File: config.mk
export PLATFORM = sky130hd
export DESIGN_NAME = shift_unit
export DESIGN_NICKNAME = d
export VERILOG_FILES = /design/src/rtl/shift_pkg.sv /design/src/rtl/shift_step.sv /design/src/rtl/shift_unit.sv
export SDC_FILE = /design/constraint.sdc
export NUM_CORES = 1
export LEC_CHECK = 0
export ABC_AREA = 0
export ABC_CLOCK_PERIOD_IN_PS = 2000
export CORE_ASPECT_RATIO = 0.9
export CORE_UTILIZATION = 45
export CTS_CLUSTER_DIAMETER = 60
export DETAILED_ROUTE_END_ITERATION = 8
export PLACE_DENSITY = 0.79
export SYNTH_ARGS = -nofsm -noshare
export SYNTH_HDL_FRONTEND = slang
export SYNTH_HIERARCHICAL = 1
export SYNTH_SLANG_ARGS = --single-unit
File: constraint.sdc
create_clock -name clock -period 2 [get_ports clock]
set_input_delay 0.5 -clock clock [delete_from_list [all_inputs] [get_ports clock]]
set_output_delay 0.5 -clock clock [all_outputs]
set_load 0.02 [all_outputs]
File: src/rtl/shift_pkg.sv
// Shared encodings for the multi-cycle shift/rotate unit.
package shift_pkg;

    localparam logic [1:0] MODE_LSR = 2'b00;
    localparam logic [1:0] MODE_LSL = 2'b01;
    localparam logic [1:0] MODE_ASR = 2'b10;
    localparam logic [1:0] MODE_ROR = 2'b11;

    typedef enum logic [1:0] {
        ST_IDLE  = 2'd0,
        ST_SHIFT = 2'd1,
        ST_DONE  = 2'd2
    } state_t;

endpackage

File: src/rtl/shift_step.sv
// Purpose: shift/rotate a WIDTH-bit value by k_i (0..STEP) positions for one mode.
// Latency: combinational.
// Backpressure: none, pure datapath.
module shift_step
    import shift_pkg::*;
#(
    parameter int WIDTH  = 8,
    parameter int DIST_W = 4
) (
    input  logic [WIDTH-1:0]  val_i,
    input  logic [1:0]        mode_i,
    input  logic [DIST_W-1:0] k_i,
    output logic [WIDTH-1:0]  res_o
);

    always_comb begin
        res_o = val_i;
        case (mode_i)
            MODE_LSR: res_o = val_i >> k_i;
            MODE_LSL: res_o = val_i << k_i;
            MODE_ASR: res_o = $signed(val_i) >>> k_i;
            // Doubling the word lets the rotate fall out of a plain right shift.
            default:  res_o = WIDTH'({val_i, val_i} >> k_i);
        endcase
    end

endmodule

File: src/rtl/shift_unit.sv
// Purpose: handshaked LSR/LSL/ASR/ROR unit, STEP bit positions per cycle.
// Latency: ceil(eff/STEP) cycles after accept; eff==0 is valid on the accepting edge.
// Backpressure: holds result in DONE until out_ready; accepts only in IDLE.
module shift_unit
    import shift_pkg::*;
#(
    parameter  int WIDTH  = 8,
    parameter  int STEP   = 1,
    localparam int DIST_W = $clog2(WIDTH) + 1
) (
    input  logic              clock,
    input  logic              reset_n,
    input  logic              in_valid,
    output logic              in_ready,
    input  logic [1:0]        mode,
    input  logic [DIST_W-1:0] distance,
    input  logic [WIDTH-1:0]  data_in,
    output logic              out_valid,
    input  logic              out_ready,
    output logic [WIDTH-1:0]  data_out,
    output logic              busy
);

    localparam logic [DIST_W-1:0] WIDTH_V = DIST_W'(WIDTH);
    localparam logic [DIST_W-1:0] STEP_V  = DIST_W'(STEP);

    state_t            state_q, state_d;
    logic [WIDTH-1:0]  acc_q, acc_d;
    logic [DIST_W-1:0] rem_q, rem_d;
    logic [1:0]        mode_q, mode_d;
    logic [DIST_W-1:0] eff;
    logic [DIST_W-1:0] k;
    logic [WIDTH-1:0]  step_res;

    // Rotates wrap modulo WIDTH; plain shifts saturate at WIDTH (all fill bits).
    always_comb begin
        if (mode == MODE_ROR) begin
            eff = {1'b0, distance[DIST_W-2:0]};
        end else if (distance >= WIDTH_V) begin
            eff = WIDTH_V;
        end else begin
            eff = distance;
        end
    end

    assign k = (rem_q < STEP_V) ? rem_q : STEP_V;

    shift_step #(
        .WIDTH  (WIDTH),
        .DIST_W (DIST_W)
    ) u_step (
        .val_i  (acc_q),
        .mode_i (mode_q),
        .k_i    (k),
        .res_o  (step_res)
    );

    always_comb begin
        state_d = state_q;
        acc_d   = acc_q;
        rem_d   = rem_q;
        mode_d  = mode_q;
        case (state_q)
            ST_IDLE: begin
                if (in_valid) begin
                    acc_d   = data_in;
                    mode_d  = mode;
                    rem_d   = eff;
                    state_d = (eff == '0) ? ST_DONE : ST_SHIFT;
                end
            end
            ST_SHIFT: begin
                acc_d = step_res;
                rem_d = rem_q - k;
                if (rem_q == k) begin
                    state_d = ST_DONE;
                end
            end
            ST_DONE: begin
                if (out_ready) begin
                    state_d = ST_IDLE;
                end
            end
            default: state_d = ST_IDLE;
        endcase
    end

    always_ff @(posedge clock or negedge reset_n) begin
        if (!reset_n) begin
            state_q <= ST_IDLE;
            acc_q   <= '0;
            rem_q   <= '0;
            mode_q  <= MODE_LSR;
        end else begin
            state_q <= state_d;
            acc_q   <= acc_d;
            rem_q   <= rem_d;
            mode_q  <= mode_d;
        end
    end

    assign in_ready  = (state_q == ST_IDLE);
    assign out_valid = (state_q == ST_DONE);
    assign busy      = (state_q != ST_IDLE);
    assign data_out  = acc_q;

endmodule

==> results.yml <==
outcome:
  status: "complete, but fails checks"
  violations: "negative setup slack"
sta:
  max_freq_mhz: 474
  hold_ws_ns: 0.555
  hold_viol: 0
  finalSetupViolations: 4
  final_max_slew_viol_count: 0
  period_minus_slack_ns: 2.11
  final.setup_skew_ns: 0.00187
  finalWorstSetupSlack_ns: -0.108
  rsz0062_at_grt: "yes"
  finalCritPeriodShare: 1.05
  setup_tns_ns: -0.174
logic_synthesis:
  synth_area_leaders: "dfrtp_1 22%, mux2i_1 7.0%, o21ai_0 6.2%"
  synth_compound_area_frac: 0.289
  synth_xor_xnor_area_share: 0
  synth-seq-area-share: 0.217
  synth_top_cell_by_area: "dfrtp_1"
  synthAdderAreaFrac: 0.0338
  synth_area_per_cell_um2: 8.04
  synth-simple-area-share: 0.199
  synthFlopType: "dfrtp_1"
  syn-instance-count: 230
  ys_ff_latch: 16
  ys_warn_count: 6
  synth_top_area_share: 0.217
  synth_mux_area_frac: 0.172
  synth_edf_count: 0
  synth_area_um2: 1850
  synthArstFlopShare: 1.00
  synth_cell_types: 61
  synth_top_family_by_area: "compound AO/OA/AOI/OAI gates"
power:
  power_leakage_nw: 1.10
  vdd_ir_drop_max_mv: 0.778
  powerDensity_nw_per_um2: 1590
  finalPower_mw: 3.99
routing:
  drt-total-wl_mm: 5.92
  drc: 0
  drt-pass1-iter-count: 5
  drt_iter0_markers: 288
  vias_per_cell: 6.46
  routed-via-count: 2159
  wl_per_cell_um: 17.7
  antenna_left: 0
cts:
  htreeDepth: 1
  cts_buffers: 3
  root_buffer: "clkbuf_8"
  cts_buffer_depth: 2
  cts.reportedPaths.clkPinSlew_ns: 0.06
  cts_tree: "built"
  hold_buffers: 0
  cts.sink_count: 16
  clock_latency_ns: 0.25
placed_design:
  dp_hpwl_mm: 4.31
  pre_cts_ws_ns: -0.199
  place_congestion: 1.02
  numPortBuffers: 28
  place_area_um2: 2320
  place_inst: 323
final_layout:
  drive_gt1_frac: 0.250
  area_growth_pct: 35.7
  antenna_cells: 0
  fin_nets: 312
  final_common_cell: "buf_4"
  layout_common_cells: "33 x buf_4, 29 x nand2_1, 25 x clkdlybuf4s50_1"
  stdcell_area_um2: 2510
  final_cells: 334
  utilization: 0.654
global_routing:
  overflow: 0
  grt_use_total: 0.280
  antenna_found_initial: 0
  grt_pass1_wl_mm: 9.71
  grt_start_max_net_pins: 20
  grt_pass1_vias: 1939
worst_setup_path:
  reg2reg_slack_ns: -0.11
  cp-start-kind: "flop"
  path_max_fanout: 7
  max_stage_delay_ns: 0.40
  cp-end-kind: "flop"
  critPathRequiredTime_ns: 2.18
  crit_chain: "nor3_4 > nand2b_4 > buf_6 > mux2i_1 > nor2_2 > nand3_2 > a41o_1 > a32oi_1 > a22oi_1 > o21ai_1"
  ff2ff_path_depth: 10
  r2r_end: "data_out[1]"
  worst-setup-path-type: "reg -> reg"
  r2r-start: "rem_q[3]"
  cp.arrival_ns: 2.29
  slowest_stage: "dfrtp_1"
worst_hold_path:
  hold_path.class: "in -> async"
die:
  top_level_ports: 29
  die_x_um: 69.6
  rows: 21
  core_um2: 3840
  die-area_um2: 4370
  start_util: 0.482
  fp.dieH_um: 62.8
flow_run:
  maxCapViolCount: 0
-- worst max-delay path by stage --
stage                     startpoint          end  slack [ns]  depth (start not counted)
after global routing        rem_q[3]  data_out[1]       -0.25                         10
after global placement      rem_q[3]  data_out[1]       -0.15                         10
after detailed placement    rem_q[3]  data_out[1]       -0.20                         10
after floorplan             rem_q[3]  data_out[2]       -0.01                          9
final                       rem_q[3]  data_out[1]       -0.11                         10
after CTS                   rem_q[1]  data_out[1]       -0.05                         10
-- per-layer routing --
metal,global-route usage,up-vias,wire length [µm]
met2,0.427,166,2620
met4,0.0740,0,121
met5,0,-,0
met3,0.0548,23,658
li1,-,965,-
met1,0.403,1005,2530
-- cell families after synthesis --
kind of cell,count (synthesis)
AO/OA/AOI/OAI,79
flip-flops,16
adder cells (fa/ha/maj),5
buffers and inverters,31
other,1
AND/OR/NAND/NOR,74
multiplexers,24
-- flip-flops by register name (all words and copies together), names as in the netlist --
signal	flops
data_out	8
rem_q	4
mode_q	2
state_q	2
-- repair_timing --
action,CTS,global route
endpoints found under the setup margin,10,12
gates cloned,1,0
buffers inserted,3,3
pin swaps,4,11
gates resized for setup,13,22
-- cell usage after synthesis, types with 5 or more instances --
master,n
o21ai_0,23
mux2i_1,13
clkbuf_1,9
nand2_1,29
dfrtp_1,16
ha_1,5
inv_1,12
nor2_1,13
nand3_1,6
a21oi_1,11
buf_6,5
a22oi_1,9
-- layout make-up --
class,instances,area [µm²]
fillers,315,1330
repair buffers,63,551
clock buffers,4,55.1
flip-flops and latches,16,403
inverters,12,45.0
multi-input cells,193,1400
well taps,46,57.6
-- power by group --
part,switching [mW],total [mW],internal [mW]
Sequential,0.217,0.701,0.484
Clock,0.114,0.289,0.175
Combinational,1.55,3.00,1.45
-- worst max-delay path: cells and delay by family, from the launching register on --
kind | cells | cell delay, ns
and+or+nand+nor | 4 | 0.65
AOI/OAI and AO/OA | 4 | 0.70
muxes | 1 | 0.12
DFF | 1 | 0.40
buffers and inverters | 1 | 0.16
(Power assumes the default switching activity.)
